**config.mk**
```make
export PLATFORM = sky130hd
export DESIGN_NAME = sram_req_queue
export DESIGN_NICKNAME = d
export VERILOG_FILES = /design/src/rtl/sram_req_queue_pkg.sv /design/src/rtl/sram_cmd_fifo.sv /design/src/rtl/sram_req_queue.sv
export SDC_FILE = /design/constraint.sdc
export NUM_CORES = 1
export LEC_CHECK = 0
export CAP_MARGIN = 20
export CORE_UTILIZATION = 33
export CTS_CLUSTER_SIZE = 28
export DETAILED_ROUTE_END_ITERATION = 8
export SYNTH_ARGS = -nofsm -noshare
export SYNTH_HDL_FRONTEND = slang
export SYNTH_SLANG_ARGS = --single-unit
export TNS_END_PERCENT = 10
```
**constraint.sdc**
```tcl
create_clock -name clk -period 2.7 [get_ports clk]
set_input_delay 0.54 -clock clk [delete_from_list [all_inputs] [get_ports clk]]
set_output_delay 0.54 -clock clk [all_outputs]
set_load 0.02 [all_outputs]
```
**src/rtl/sram_req_queue_pkg.sv**
```systemverilog
// Shared definitions for the SRAM request queue: issuer states and default bus widths.
package sram_req_queue_pkg;

  localparam int unsigned DEF_ADDR_W = 8;
  localparam int unsigned DEF_DATA_W = 16;

  typedef enum logic [1:0] {
    ST_IDLE,
    ST_ISSUE,
    ST_WAIT,
    ST_RESP
  } state_t;

endpackage

```
**src/rtl/sram_cmd_fifo.sv**
```systemverilog
// Synchronous command FIFO; pointers wrap modulo DEPTH (power of 2), level 0..DEPTH.
module sram_cmd_fifo #(
  parameter int unsigned DEPTH = 4,
  parameter int unsigned WIDTH = 25
) (
  input  logic                     clk,
  input  logic                     reset_n,
  input  logic                     push,
  input  logic                     pop,
  input  logic [WIDTH-1:0]         din,
  output logic [WIDTH-1:0]         dout,
  output logic                     full,
  output logic                     empty,
  output logic [$clog2(DEPTH):0]   level
);

  localparam int unsigned PTR_W = $clog2(DEPTH);
  localparam logic [PTR_W:0] FULL_CNT = (PTR_W+1)'(DEPTH);

  logic [WIDTH-1:0] mem [DEPTH];
  logic [PTR_W-1:0] wr_ptr;
  logic [PTR_W-1:0] rd_ptr;
  logic [PTR_W:0]   count;
  logic             do_push;
  logic             do_pop;

  assign full    = (count == FULL_CNT);
  assign empty   = (count == '0);
  assign level   = count;
  assign dout    = mem[rd_ptr];
  assign do_push = push && !full;
  assign do_pop  = pop && !empty;

  always_ff @(posedge clk) begin
    if (do_push) mem[wr_ptr] <= din;
  end

  always_ff @(posedge clk or negedge reset_n) begin
    if (!reset_n) begin
      wr_ptr <= '0;
      rd_ptr <= '0;
      count  <= '0;
    end else begin
      if (do_push) wr_ptr <= wr_ptr + PTR_W'(1);
      if (do_pop)  rd_ptr <= rd_ptr + PTR_W'(1);
      case ({do_push, do_pop})
        2'b10:   count <= count + (PTR_W+1)'(1);
        2'b01:   count <= count - (PTR_W+1)'(1);
        default: count <= count;
      endcase
    end
  end

endmodule

```
**src/rtl/sram_req_queue.sv**
```systemverilog
// Host-side front end for sram_controller: queues commands, issues them one at a
// time, returns one response per command, and times out a silent controller.
module sram_req_queue
  import sram_req_queue_pkg::*;
#(
  parameter int unsigned DEPTH   = 4,
  parameter int unsigned ADDR_W  = DEF_ADDR_W,
  parameter int unsigned DATA_W  = DEF_DATA_W,
  parameter int unsigned TIMEOUT = 15
) (
  input  logic                   clk,
  input  logic                   reset_n,
  input  logic                   cmd_valid,
  output logic                   cmd_ready,
  input  logic                   cmd_rw,
  input  logic [ADDR_W-1:0]      cmd_addr,
  input  logic [DATA_W-1:0]      cmd_wdata,
  output logic                   rsp_valid,
  input  logic                   rsp_ready,
  output logic                   rsp_rw,
  output logic [DATA_W-1:0]      rsp_rdata,
  output logic                   rsp_err,
  output logic                   ctrl_req,
  output logic                   ctrl_rw,
  output logic [ADDR_W-1:0]      ctrl_addr,
  output logic [DATA_W-1:0]      ctrl_wdata,
  output logic                   ctrl_burst_en,
  output logic [2:0]             ctrl_burst_len,
  input  logic [DATA_W-1:0]      ctrl_rdata,
  input  logic                   ctrl_ready,
  output logic [$clog2(DEPTH):0] fifo_level
);

  localparam int unsigned CMD_W = 1 + ADDR_W + DATA_W;
  localparam int unsigned WD_W  = $clog2(TIMEOUT + 1);
  localparam logic [WD_W-1:0] WD_LAST = WD_W'(TIMEOUT - 1);

  state_t           state_q;
  state_t           state_d;
  logic             fifo_full;
  logic             fifo_empty;
  logic             fifo_push;
  logic             fifo_pop;
  logic [CMD_W-1:0] fifo_din;
  logic [CMD_W-1:0] fifo_dout;
  logic [WD_W-1:0]  wd_q;
  logic             rsp_load;
  logic             rsp_err_d;

  assign fifo_push      = cmd_valid && !fifo_full;
  assign cmd_ready      = !fifo_full;
  assign fifo_din       = {cmd_rw, cmd_addr, cmd_wdata};
  assign ctrl_req       = (state_q == ST_ISSUE);
  assign rsp_valid      = (state_q == ST_RESP);
  assign ctrl_burst_en  = 1'b0;
  assign ctrl_burst_len = '0;

  sram_cmd_fifo #(
    .DEPTH (DEPTH),
    .WIDTH (CMD_W)
  ) u_fifo (
    .clk     (clk),
    .reset_n (reset_n),
    .push    (fifo_push),
    .pop     (fifo_pop),
    .din     (fifo_din),
    .dout    (fifo_dout),
    .full    (fifo_full),
    .empty   (fifo_empty),
    .level   (fifo_level)
  );

  always_ff @(posedge clk or negedge reset_n) begin
    if (!reset_n) state_q <= ST_IDLE;
    else          state_q <= state_d;
  end

  // ctrl_ready is checked before the watchdog so a done pulse in the last WAIT cycle wins.
  always_comb begin
    state_d   = state_q;
    fifo_pop  = 1'b0;
    rsp_load  = 1'b0;
    rsp_err_d = 1'b0;
    case (state_q)
      ST_IDLE: begin
        if (!fifo_empty) begin
          fifo_pop = 1'b1;
          state_d  = ST_ISSUE;
        end
      end
      ST_ISSUE: state_d = ST_WAIT;
      ST_WAIT: begin
        if (ctrl_ready) begin
          rsp_load = 1'b1;
          state_d  = ST_RESP;
        end else if (wd_q == WD_LAST) begin
          rsp_load  = 1'b1;
          rsp_err_d = 1'b1;
          state_d   = ST_RESP;
        end
      end
      ST_RESP: begin
        if (rsp_ready) state_d = ST_IDLE;
      end
      default: state_d = ST_IDLE;
    endcase
  end

  always_ff @(posedge clk or negedge reset_n) begin
    if (!reset_n) begin
      ctrl_rw    <= 1'b0;
      ctrl_addr  <= '0;
      ctrl_wdata <= '0;
      wd_q       <= '0;
      rsp_rw     <= 1'b0;
      rsp_rdata  <= '0;
      rsp_err    <= 1'b0;
    end else begin
      if (fifo_pop) {ctrl_rw, ctrl_addr, ctrl_wdata} <= fifo_dout;
      if (state_q == ST_WAIT) wd_q <= wd_q + WD_W'(1);
      else                    wd_q <= '0;
      if (rsp_load) begin
        rsp_rw    <= ctrl_rw;
        rsp_rdata <= (ctrl_ready && ctrl_rw) ? ctrl_rdata : '0;
        rsp_err   <= rsp_err_d;
      end
    end
  end

endmodule

```
# ---- Word-level counts from Yosys, hierarchy flattened
# Memories as Yosys holds them, arrays and structs flattened. A register that Yosys moved wholly into a read port is not among the register bits.
# Cells that the tools add are included.
dict set report classes {
  eq_ne 10
  n_reduce_logical 11
  n_mux 17
  addsub 5
}
# operator count
set ops {}
lappend ops {{16-bit 2-to-1 mux} 1}
lappend ops {{1-bit 2-to-1 mux} 9}
lappend ops {{2-bit 2-to-1 mux} 4}
lappend ops {{2-bit one-hot mux with 4 select lines} 1}
lappend ops {{2-bit equality test, second input constant} 3}
lappend ops {{3-bit one-hot mux with 2 select lines} 1}
lappend ops {{2-bit by 1-bit adder with 2-bit output, second input constant} 2}
lappend ops {{4-bit by 1-bit adder with 4-bit output, second input constant} 1}
lappend ops {{2-bit by 1-bit equality test with 1-bit output, second input constant} 2}
lappend ops {{4-bit equality test, second input constant} 1}
lappend ops {{1-bit logical AND} 4}
lappend ops {{4-bit 2-to-1 mux} 1}
lappend ops {{3-bit by 1-bit adder with 3-bit output, second input constant} 1}
lappend ops {{3-bit equality test, second input constant} 1}
lappend ops {{1-bit zero test} 3}
lappend ops {{3-bit zero test} 1}
lappend ops {{3-bit inequality test, second input constant} 1}
lappend ops {{3-bit AND reduction} 1}
lappend ops {{3-bit by 1-bit subtractor with 3-bit output, second input constant} 1}
lappend ops {{2-bit zero test} 1}
lappend ops {{2-bit by 1-bit inequality test with 1-bit output, second input constant} 1}
lappend ops {{2-bit inequality test, second input constant} 1}
lappend ops {{2-bit nonzero test} 1}
dict set report word_totals {
  mem_bits_rw 100
  wordCells 52
  inputBits 46
  reg_bits 31
  mem_count 1
}
# memory words width read_ports rd_clocked_by_memory_dff write_ports line
set mem_list {}
lappend mem_list {u_fifo.mem 4 25 1 1 1 sram_cmd_fifo.sv:20} ;# logic [WIDTH-1:0] mem [DEPTH];

# ---- Depth between registers and ports, before layout
dict set report depth {
  ltp_word 6
  depth_mapped 10
}

# ---- Modules after synthesis
# From an unflattened synthesis, not the netlist that was laid out.
dict set report hier_totals {
  hier_cells 337
  hier_area_um2 6162.2
}
# module area_per_inst_um2 n_inst seq_area_each_um2 cells_each
set by_module_without_submodules {}
lappend by_module_without_submodules {sram_cmd_fifo 4080.2 1 3178.0 168}
lappend by_module_without_submodules {sram_req_queue 2082.0 1 1226.2 169}

# ---- Worst setup path before layout
# Ideal clock, no wire load.
dict set report synth_timing {
  path_kind {register to register}
  from {reg u_fifo.count[0] (netlist: u_fifo.level[0])}
  to {reg u_fifo.count[2] (netlist: u_fifo.level[2])}
  arrival_ns 2.254
  required_ns 2.564
  slack_ns 0.310
  path_stages_with_launch 9
  path_buffers 1
  synth_period_minus_slack_ns 2.390
  path_cell_list {dfrtp_1 o31ai_4 inv_2 clkbuf_1 ha_1 fa_1 xnor2_1 nor2_1 xor2_1}
}
dict set report synth_between {
  elab_chain_len 6
  word_cells_on_any_way 15
}
# element line
set synth_lines {}
lappend synth_lines {{start: declaration} sram_cmd_fifo.sv:23} ;# logic [PTR_W:0] count;
lappend synth_lines {{start signal: assignment} sram_cmd_fifo.sv:47} ;# 2'b10: count <= count + (PTR_W+1)'(1);
lappend synth_lines {{start signal: assignment} sram_cmd_fifo.sv:48} ;# 2'b01: count <= count - (PTR_W+1)'(1);
lappend synth_lines {{start signal: assignment} sram_cmd_fifo.sv:49} ;# default: count <= count;
lappend synth_lines {{3-bit zero test *} sram_cmd_fifo.sv:28} ;# assign empty = (count == '0);
lappend synth_lines {{1-bit 2-to-1 mux *} sram_req_queue.sv:86} ;# if (!fifo_empty) begin
lappend synth_lines {{1-bit 2-to-1 mux *} sram_req_queue.sv:84} ;# case (state_q)
lappend synth_lines {{net fifo_pop} sram_req_queue.sv:43} ;# logic fifo_pop;
lappend synth_lines {{1-bit logical AND *} sram_cmd_fifo.sv:32} ;# assign do_pop = pop && !empty;
lappend synth_lines {{2-bit by 1-bit equality test with 1-bit output / 2-bit equality test (equally long branches)} sram_cmd_fifo.sv:46} ;# case ({do_push, do_pop})
lappend synth_lines {{3-bit one-hot mux with 2 select lines / 2-bit nonzero test (equally long branches)} -}
# Mark *: on every way through the listed nets, which the timed path passes. The rest lies on a longest branch.
# A chain may end at the register's enable or synchronous reset.

# ---- Worst setup path in the final report
dict set report layout_timing {
  from {reg u_fifo.count[0] (netlist: u_fifo.level[0])}
  to {out cmd_ready}
}
dict set report layout_between {
  elab_chain_len 2
}
# element line
set layout_lines {}
lappend layout_lines {{3-bit equality test} sram_cmd_fifo.sv:27} ;# assign full = (count == FULL_CNT);
lappend layout_lines {{1-bit zero test} sram_req_queue.sv:51} ;# assign cmd_ready = !fifo_full;
lappend layout_lines {{end: declaration} sram_req_queue.sv:14} ;# output logic cmd_ready,
# Every way passes these cells.

==> flow_summary.ini <==
[run_status]
run_status = finished clean

[clocking]
cts_hold_repair.buffers = 0
tritoncts = done
clk_latency_ns = 0.42
clk_root_buffer_cell = clkbuf_16
cts_buffers = 17
htree_num_levels = 4
clock_sinks = 156
cts_buffer_depth = 2
clk_pin_slew_ns = 0.06
cts_post_setup_buffers_inserted = 0
cts-resized-gates = 0

[die]
placeableCoreArea_um2 = 18000
floorplan.initialDensity_pct = 33.9
ios = 99
placementRows = 49
die_area_um2 = 19000
die_w_um = 138
floorplan.die.height_um = 138

[placed_design]
gp_congestion = 0.737
hpwlAfterDp_um = 7620
placed_area_um2 = 7360
placement.setup.worst_slack_ns = 0.302
port-buffer-count = 94
numPlacedInstances = 701

[synthesis]
asyncSetResetFlopFracSynth_pct = 35.9
post_synth_instance_area_um2 = 6100
synth.yosys.seq_area_share_pct = 72.2
netlist_instances = 384
synth.ff_latch_count = 156
yosysWarnings = 0
synth_enable_flop_cells = 100
synth_ff_type = edfxtp_1
avgSynthCellArea_um2 = 15.9
synth_cell_type_count = 34

[setup_path]
crit_arrival_ns = 1.92
cp_max_fo = 6
regToRegEndpoint = u_fifo.level[1]
startpoint = u_fifo.level[0]
setup.reg_to_reg.worst_slack_ns = 0.53
worst_setup_path_type = reg2out
cp.required_ns = 2.16
timing.rr.start = u_fifo.level[0]
endpoint_of_the_worst_setup_timing_path = cmd_ready
setup.worst_path.end_class = output port
critical_path.startpoint_type = flip-flop
ff2ff_path_depth = 6

[timing]
max_slew_margin_pct = 58.5
postLayoutSetupSlackWorst_ns = 0.237
report.final.setup_viol = 0
whs_ns = 0.137
finalSetupTns_ns = 0
rsz0062_at_grt = false
final_hold_viol_count = 0
fin_worst_skew_ns = 0.00935
min_period_over_period_pct = 91.2
final_period_minus_worst_setup_slack_ns = 2.46
fmaxAchievable_ghz = 0.406
slew_limit_fails = 0
worstMarginPinSlew_ns = 0.622

[global_route]
grt_max_degree = 37
global_route.overflow_total = 0
antenna_found_initial = 1
grt_first_pass_wirelength_um = 18900
globalRouteTotalUtil_pct = 13.8
first_global_vias = 3518

[detailed_routing]
post_drt_via_cell_ratio = 4.67
remaining_drc_errors = 0
ant_nets = 0
per_cell_routed_wire_length_um = 16.6
drt_pass1_iterations = 5
drt_wl_total_um = 12100
vias = 3426
drt_iter0_drc = 134

[cells_and_area]
post-route-cell-area_um2 = 7930
num-nets-final = 550
postLayoutCoreUtil_pct = 44.0
area_growth_syn_to_layout_pct = 30.0
final_layout_size_suffix_gt1_share_pct = 15.9
most-common-layout-cells = 100 x edfxtp_1, 93 x clkdlybuf4s50_1, 76 x nand2_1, 55 x dfrtp_1, 25 x mux4_2
fillers = 1619
most_frequent_standard_cell_in_the_layout_excluding_fill_and_tap_cells = edfxtp_1
final-instance-count-excl-fill = 733
antenna-diode-count = 0

[pwr]
power_density_nw_per_um2 = 1130
irDropWorstVdd_mv = 0.538
cellLeakagePower_nw = 3.04
total_power_mw = 8.96

[hold_path]
holdCritPathClass = in2async

[run]
cap_viol_max_count = 0
registers in the layout, indices dropped and copies added, names as in the netlist:
signal,cells
ctrl_wdata,16
state_q,2
rsp_err,1
u_fifo.wr_ptr,2
u_fifo.rd_ptr,2
wd_q,4
u_fifo.level,3
ctrl_rw,1
rsp_rw,1
u_fifo.mem,100
rsp_rdata,16
ctrl_addr,8
cells in the mapped netlist, types with 2 or more instances:
| master | number | area (µm²) |
|---|---|---|
| buf_4 | 7 | 52.6 |
| buf_2 | 4 | 20.0 |
| ha_1 | 12 | 150 |
| mux2_2 | 3 | 33.8 |
| clkbuf_1 | 10 | 37.5 |
| and3_2 | 4 | 30.0 |
| dfrtp_1 | 56 | 1400 |
| xor2_1 | 2 | 17.5 |
| mux4_2 | 25 | 563 |
| nand2_1 | 76 | 285 |
| nand3_1 | 2 | 10.0 |
| o21ai_0 | 16 | 80.1 |
| inv_1 | 23 | 86.3 |
| nor2b_1 | 3 | 18.8 |
| xnor2_1 | 6 | 52.6 |
| a21oi_1 | 2 | 10.0 |
| and2_1 | 2 | 12.5 |
| edfxtp_1 | 100 | 3000 |
| nand4_1 | 16 | 100 |
worst min-delay path by stage:
stage                          end  slack (ns)  cells after the start
floorplan             ctrl_addr[0]        0.24                      0
global placement     ctrl_wdata[7]        0.46                      2
detailed placement   ctrl_wdata[7]        0.46                      2
CTS                     state_q[1]        0.13                      1
global route        ctrl_wdata[12]        0.16                      1
finish                  state_q[0]        0.14                      1
final cells by class:
type                    instances  area (µm²)  share of cell area [%]
multi-input cells             185        1510                    19.0
repair buffers                107        1070                    13.5
flip-flops and latches        156        4410                    55.5
clock inverters                10         119                    1.50
clock buffers                  22         454                    5.73
well taps                     229         287                    3.61
inverters                      24        90.1                    1.14
power breakdown:
part           switching [mW]  internal, mW
logic                    1.58          1.46
clock network           0.905          1.39
registers               0.399          3.23
critical path, cell delays in order, from the launching register on:
cell	delay [ns]
dfrtp_1	0.48
or3b_4	0.47
clkdlybuf4s50_1	0.56
cells by family (layout without fill, tap and decap cells):
group	Yosys count	count (layout)	share of synthesized area (%)
muxes	29	29	10.0
DFF	156	156	72.2
xor gates and xnor gates	8	8	1.15
AOI/OAI and AO/OA	23	23	2.42
other	1	4	0.0614
and+or+nand+nor	108	108	8.06
adders and majority gates	13	13	2.79
buffers and inverters	46	163	3.34
routing by layer:
metal,vias to the layer above,GRT usage [%],share of wire [%]
met5,-,0,0.11
met4,2,4.89,0.96
met3,12,4.75,6.7
met2,101,22.3,48
met1,1711,17.3,45
li1,1600,-,-
No activity file was read; power rests on OpenSTA's default activity.
